$ cat src/rtl/dmem_port_arbiter_if.sv
// dmem_port_arbiter_if
//   Bundles the three buses that meet at the data-memory arbiter:
//     cpu_*  : pipelined CPU memory stage (lw/sw), load data and stall back
//     io_*   : IO/loader master request, grant pulse and registered read data
//     mem_*  : single-port dmem (combinational read, write on clock edge)
//   Modports:
//     slave  : the arbiter's view (takes CPU/IO requests, drives dmem)
//     master : the surrounding environment's view (CPU, IO master and dmem)
interface dmem_port_arbiter_if #(
    parameter int MEM_AW = 6
);
    // CPU memory stage
    logic              cpu_en;
    logic              cpu_we;
    logic [31:0]       cpu_addr;
    logic [31:0]       cpu_wd;
    logic [31:0]       cpu_rd;
    logic              cpu_stall;

    // IO / loader master
    logic              io_req;
    logic              io_we;
    logic [31:0]       io_addr;
    logic [31:0]       io_wd;
    logic              io_gnt;
    logic              io_rvalid;
    logic [31:0]       io_rdata;

    // dmem
    logic              mem_we;
    logic [MEM_AW-1:0] mem_a;
    logic [31:0]       mem_d;
    logic [31:0]       mem_q;

    modport slave (
        input  cpu_en, cpu_we, cpu_addr, cpu_wd,
        output cpu_rd, cpu_stall,
        input  io_req, io_we, io_addr, io_wd,
        output io_gnt, io_rvalid, io_rdata,
        output mem_we, mem_a, mem_d,
        input  mem_q
    );

    modport master (
        output cpu_en, cpu_we, cpu_addr, cpu_wd,
        input  cpu_rd, cpu_stall,
        output io_req, io_we, io_addr, io_wd,
        input  io_gnt, io_rvalid, io_rdata,
        input  mem_we, mem_a, mem_d,
        output mem_q
    );
endinterface

$ cat src/rtl/dmem_port_arbiter.sv
// dmem_port_arbiter
//   Shares the single-port data memory between the CPU memory stage and an
//   IO/loader master. The CPU normally wins; an IO request that has waited
//   STARVE_LIMIT cycles is granted anyway and the CPU is stalled for that one
//   cycle. IO reads return registered data one cycle after the grant.
//   Ports:
//     clk  : system clock, all state on the rising edge
//     rst  : asynchronous active-low reset
//     bus  : dmem_port_arbiter_if.slave (cpu_*, io_*, mem_* signals)
//   Parameters:
//     MEM_AW       : dmem word-address width; must match the interface instance
//     STARVE_LIMIT : IO wait cycles before a forced grant, legal range 1..15
module dmem_port_arbiter #(
    parameter int MEM_AW       = 6,
    parameter int STARVE_LIMIT = 4
) (
    input  logic                  clk,
    input  logic                  rst,
    dmem_port_arbiter_if.slave    bus
);

    localparam int CW = $clog2(STARVE_LIMIT + 1);
    localparam logic [CW-1:0] LIMIT = CW'(STARVE_LIMIT);

    // One memory access as presented to dmem.
    typedef struct packed {
        logic              we;
        logic [MEM_AW-1:0] a;
        logic [31:0]       d;
    } mem_req_t;

    logic [CW-1:0] starve_cnt;
    logic          force_gnt;
    logic          io_gnt;
    logic          io_rd_gnt;
    mem_req_t      cpu_side;
    mem_req_t      io_side;
    mem_req_t      mem_req;
    logic          io_rvalid;
    logic [31:0]   io_rdata;

    // Force comes from the register only, so the grant decision never
    // depends on the request it is deciding about.
    assign force_gnt = (starve_cnt == LIMIT);
    assign io_gnt    = bus.io_req & (~bus.cpu_en | force_gnt);
    assign io_rd_gnt = io_gnt & ~bus.io_we;

    // Word addressing: bits [1:0] and everything above MEM_AW+1 alias.
    assign cpu_side.we = bus.cpu_en & bus.cpu_we;
    assign cpu_side.a  = bus.cpu_addr[MEM_AW+1:2];
    assign cpu_side.d  = bus.cpu_wd;

    assign io_side.we  = bus.io_we;
    assign io_side.a   = bus.io_addr[MEM_AW+1:2];
    assign io_side.d   = bus.io_wd;

    // A CPU store that loses to a forced IO grant simply does not reach
    // dmem; the stalled pipeline re-presents it the next cycle.
    assign mem_req = io_gnt ? io_side : cpu_side;

    assign bus.mem_we    = mem_req.we;
    assign bus.mem_a     = mem_req.a;
    assign bus.mem_d     = mem_req.d;

    assign bus.cpu_rd    = bus.mem_q;
    assign bus.cpu_stall = bus.cpu_en & io_gnt;
    assign bus.io_gnt    = io_gnt;
    assign bus.io_rvalid = io_rvalid;
    assign bus.io_rdata  = io_rdata;

    // Starvation counter: cleared by any grant or by the IO withdrawing its
    // request, otherwise counts waiting cycles up to the limit. Because a
    // forced grant clears it, the CPU always gets at least STARVE_LIMIT
    // cycles between forced grants.
    always_ff @(posedge clk or negedge rst) begin
        if (!rst) begin
            starve_cnt <= '0;
        end else if (io_gnt || !bus.io_req) begin
            starve_cnt <= '0;
        end else if (starve_cnt != LIMIT) begin
            starve_cnt <= starve_cnt + 1'b1;
        end
    end

    // IO read return: one-stage valid, data captured from dmem in the
    // grant cycle and held until the next IO read.
    always_ff @(posedge clk or negedge rst) begin
        if (!rst) begin
            io_rvalid <= 1'b0;
            io_rdata  <= '0;
        end else begin
            io_rvalid <= io_rd_gnt;
            if (io_rd_gnt)
                io_rdata <= bus.mem_q;
        end
    end

    // Address bits that alias away by design.
    logic unused_addr_bits;
    assign unused_addr_bits = ^{bus.cpu_addr[31:MEM_AW+2], bus.cpu_addr[1:0],
                                bus.io_addr[31:MEM_AW+2],  bus.io_addr[1:0]};

endmodule

$ cat src/flat_wrapper.sv
// flat-port wrapper written by rule: the top's interface ports become plain ports
module dmem_port_arbiter_flat 
#(
    parameter int MEM_AW       = 6,
    parameter int STARVE_LIMIT = 4
)
  (clk, rst, bus_cpu_en, bus_cpu_we, bus_cpu_addr, bus_cpu_wd, bus_cpu_rd, bus_cpu_stall, bus_io_req, bus_io_we, bus_io_addr, bus_io_wd, bus_io_gnt, bus_io_rvalid, bus_io_rdata, bus_mem_we, bus_mem_a, bus_mem_d, bus_mem_q);
  dmem_port_arbiter_if #(.MEM_AW(MEM_AW)) bus_i ();
  input  logic clk;
  input  logic rst;
  input wire logic [$bits(bus_i.cpu_en)-1:0] bus_cpu_en;
  input wire logic [$bits(bus_i.cpu_we)-1:0] bus_cpu_we;
  input wire logic [$bits(bus_i.cpu_addr)-1:0] bus_cpu_addr;
  input wire logic [$bits(bus_i.cpu_wd)-1:0] bus_cpu_wd;
  output wire logic [$bits(bus_i.cpu_rd)-1:0] bus_cpu_rd;
  output wire logic [$bits(bus_i.cpu_stall)-1:0] bus_cpu_stall;
  input wire logic [$bits(bus_i.io_req)-1:0] bus_io_req;
  input wire logic [$bits(bus_i.io_we)-1:0] bus_io_we;
  input wire logic [$bits(bus_i.io_addr)-1:0] bus_io_addr;
  input wire logic [$bits(bus_i.io_wd)-1:0] bus_io_wd;
  output wire logic [$bits(bus_i.io_gnt)-1:0] bus_io_gnt;
  output wire logic [$bits(bus_i.io_rvalid)-1:0] bus_io_rvalid;
  output wire logic [$bits(bus_i.io_rdata)-1:0] bus_io_rdata;
  output wire logic [$bits(bus_i.mem_we)-1:0] bus_mem_we;
  output wire logic [$bits(bus_i.mem_a)-1:0] bus_mem_a;
  output wire logic [$bits(bus_i.mem_d)-1:0] bus_mem_d;
  input wire logic [$bits(bus_i.mem_q)-1:0] bus_mem_q;
  assign bus_i.cpu_en = bus_cpu_en;
  assign bus_i.cpu_we = bus_cpu_we;
  assign bus_i.cpu_addr = bus_cpu_addr;
  assign bus_i.cpu_wd = bus_cpu_wd;
  assign bus_cpu_rd = bus_i.cpu_rd;
  assign bus_cpu_stall = bus_i.cpu_stall;
  assign bus_i.io_req = bus_io_req;
  assign bus_i.io_we = bus_io_we;
  assign bus_i.io_addr = bus_io_addr;
  assign bus_i.io_wd = bus_io_wd;
  assign bus_io_gnt = bus_i.io_gnt;
  assign bus_io_rvalid = bus_i.io_rvalid;
  assign bus_io_rdata = bus_i.io_rdata;
  assign bus_mem_we = bus_i.mem_we;
  assign bus_mem_a = bus_i.mem_a;
  assign bus_mem_d = bus_i.mem_d;
  assign bus_i.mem_q = bus_mem_q;
  dmem_port_arbiter #(.MEM_AW(MEM_AW), .STARVE_LIMIT(STARVE_LIMIT)) u_core (.clk(clk), .rst(rst), .bus(bus_i));
endmodule
$ cat config.mk
export PLATFORM = sky130hd
export DESIGN_NAME = dmem_port_arbiter_flat
export DESIGN_NICKNAME = d
export VERILOG_FILES = /design/src/rtl/dmem_port_arbiter_if.sv /design/src/rtl/dmem_port_arbiter.sv /design/src/flat_wrapper.sv
export SDC_FILE = /design/constraint.sdc
export NUM_CORES = 1
export LEC_CHECK = 0
export CORE_AREA = 2 2 104 106
export CTS_BUF_LIST = sky130_fd_sc_hd__clkbuf_8
export DETAILED_ROUTE_END_ITERATION = 12
export DIE_AREA = 0 0 106 108
export HOLD_SLACK_MARGIN = 0.08
export PLACE_DENSITY = 0.73
export RECOVER_POWER = 50
export SLEW_MARGIN = 30
export SYNTH_ARGS = -nofsm -noshare
export SYNTH_HDL_FRONTEND = slang
export SYNTH_SLANG_ARGS = --single-unit
export TNS_END_PERCENT = 30
$ cat constraint.sdc
create_clock -name clk -period 3 [get_ports clk]
set_clock_uncertainty 0.05 [all_clocks]
set_input_delay 0.6 -clock clk [delete_from_list [all_inputs] [get_ports clk]]
set_output_delay 0.6 -clock clk [all_outputs]
set_load 0.1 [all_outputs]
==> results.txt <==
run status -> finished with violations
violated checks -> max-capacitance violations, max-slew violations
pin count of the biggest net entering global routing -> 40
startpoint of the worst-slack reg-to-reg timing path -> u_core.starve_cnt[0]$_DFFE_PN0P_
vias per cell -> 4.02
maximum root-to-sink buffer count -> 2
Clk Tree Root Cell -> sky130_fd_sc_hd__clkbuf_8
most frequent standard cell in the layout excluding fill and tap cells -> sky130_fd_sc_hd__clkdlybuf4s50_1
antenna diode count -> 0
HP Start -> u_core.starve_cnt[0]$_DFFE_PN0P_
endpoints failing setup -> 0
r2r endpoint -> u_core.bus.io_rdata[21]$_DFFE_PN0P_
wire length on met2 -> 3510 um
met3 WL -> 811 um
post-detailed-placement half-perimeter wirelength -> 5540 um
leading cell types in the layout, fill and taps excluded -> sky130_fd_sc_hd__clkdlybuf4s50_1, sky130_fd_sc_hd__mux2_2, sky130_fd_sc_hd__buf_12
highest fanout seen on the critical path -> 19
worst slew margin relative to its limit -> -25.9%
clk slew on worst S/H paths -> 0.07 ns
Top delay family on crit path -> buffers and inverters
DRC violations left -> 0
Overall Global Routing Usage -> 10.9%
total detailed-routing wirelength -> 6660 um
Arrival @ worst endpoint -> 2.27 ns
die span in x -> 106 um
worst-case reg-to-reg path depth -> 6
syn_area_per_cell -> 13.1 um2
power density over the cells -> 614 nW/um2
share of post-route cells with drive strength above 1 -> 42.8%
final layout net count -> 520
core utilization of the finished layout -> 43.2%
Num CTS Buffers -> 5
final-report hold violation count -> 0
minimum clock period after layout -> 2.92 ns
Worst Max-Slew Pin Slew -> 1.89 ns
floorplan core area -> 10,200 um2
number of sinks handled by clock tree synthesis -> 36
routed length on met1 -> 2290 um
Fmax achieved -> 0.343 GHz
slowest stage delay, CP -> 0.50 ns
Setup Fix Bufs, Post-CTS -> 0
initial antenna violation count -> 0
post-synth cell types -> 16
crit path buf inv count -> 3
final count of pins violating max slew -> 37
Starting Density -> 20.8%
Crit-path slowest cell -> sky130_fd_sc_hd__clkdlybuf4s50_1
DIE HEIGHT -> 108 um
instance count along the most critical hold path -> 1
via count of the first global-routing pass -> 2,128
count of TritonRoute iterations in the first routing pass -> 4
flops & latches, synth -> 36
startpoint type of the worst setup path -> input port
min-delay worst type -> reg2reg
CTS tree -> yes
FF-to-FF setup slack -> 0.82 ns
CP cell instances -> clkdlybuf4s50_1 > a21bo_2 > nand2_1 > clkbuf_16 > mux2_2 > buf_12
quantity of hold-fixing buffers added after cts -> 0
insertion delay to the later sink of the worst-skew pair -> 0.28 ns
Endpoint, Worst Hold -> u_core.starve_cnt[0]$_DFFE_PN0P_
Top Ports -> 272
RSZ-0062 raised after global routing -> false
Worst Setup Path Type -> in2out
register area share after synthesis -> 42.4%
leakage power of the design -> 1.85 nW
post-synthesis instance total -> 162
Setup crit end kind -> output pin
top layer in use -> met4
CTS H-tree lvls -> 2
number of instances resized during post-cts repair -> 0
routability congestion estimate from global placement -> 0.658
quantity of I/O buffers inserted on ports -> 219
overall via count from detail_route -> 1,967
post-synth net total -> 330
standard-cell row count -> 37
Area Growth Syn to Fin -> 108%
max capacitance violation total -> 1
overall die area -> 11,400 um2
total of warnings raised by yosys -> 0
portion of the clock cycle consumed by the worst path in the final layout -> 97.2%
residual overflow from global routing -> 0
Starting DRT DRC Count -> 51
Data required, critical path -> 2.35 ns
fill cell total of the finished layout -> 986
residual antenna-violating net count after detailed routing -> 0
final-layout setup total negative slack -> 0 ns
wire length of the first global-routing pass -> 10,000 um
IR drop worst, VDD -> 0.000325 V
Mapped Area -> 2120 um2
routed length per instance -> 13.6 um
==> synthesized netlist by cell type (all sizes together) <==
master   n  area (um2)
nand2    2        7.51
ha       2        25.0
xnor2    1        8.76
nand3    1        5.00
nor2     2        7.51
a21boi   1        11.3
a32o     1        10.0
mux2    70         788
inv      3        11.3
and3     2        12.5
nor3b    1        18.8
a21bo    1        10.0
buf     39         307
dfrtp   36         901
==> metal layers <==
layer,up-vias,track usage [%]
met5,-,0
met4,0,3.38
met3,2,3.98
li1,921,-
met1,898,10.9
met2,146,20.9
==> cell families (layout without fill, tap and decap cells) <==
logic type	after synthesis	count (layout)	share of synthesized area (%)
buffers and inverters	42	233	15.0
xor gates and xnor gates	1	1	0.413
AOI/OAI and AO/OA	3	3	1.47
adders and majority gates	2	2	1.18
and+or+nand+nor	8	8	2.42
DFF	36	36	42.4
muxes	70	70	37.1
==> where the power goes <==
group | switching (mW) | internal (mW)
registers | 0.0406 | 0.570
clock network | 0.169 | 0.183
logic | 1.29 | 0.458
total | 1.50 | 1.21
==> area by class of cell <==
type                       count  area (um2)  share of cell area (%)
multi-input combinational     84         906                    20.5
sequential                    36         901                    20.4
tap                          136         170                    3.85
inverter                       3        11.3                   0.255
clock inverter                 2        11.3                   0.255
timing repair buffer         222        2340                    52.9
clock buffer                   6        82.6                    1.87
==> per-stage QoR <==
| stage | power, mW | instances | setup slack, ns | hold WS (ns) | instance area [um2] |
|---|---|---|---|---|---|
| 5_1_grt | 2.81 | 489 | 0.000137 | 0.465 | 4420 |
| 4_1_cts | 2.83 | 488 | 0.0776 | 0.367 | 4540 |
| 6_report | 2.71 | 489 | 0.0831 | 0.431 | 4420 |
| 2_1_floorplan | 1.91 | 162 | 0.00376 | 0.254 | 2120 |
| 3_3_place_gp | 2.44 | 480 | 0.0820 | 0.398 | 4450 |
| 3_5_place_dp | 2.46 | 480 | 0.0812 | 0.413 | 4450 |
==> worst max-delay path by stage <==
stage	slack [ns]	startpoint	depth (start not counted)	endpoint
floorplan	0.004	bus_cpu_en	6	bus_mem_we
global placement	0.08	bus_cpu_en	6	bus_mem_d[1]
detailed placement	0.08	bus_cpu_en	6	bus_mem_d[1]
CTS	0.08	bus_cpu_en	6	bus_mem_d[4]
global route	0.0001	bus_cpu_en	6	bus_mem_d[0]
finish	0.08	bus_cpu_en	6	bus_mem_d[6]
==> registers in the layout, summed over array words and instances (netlist names) <==
signal	count
u_core.bus.io_rvalid	1
u_core.bus.io_rdata	32
u_core.starve_cnt	3
Power figures use the tool's default switching activity.
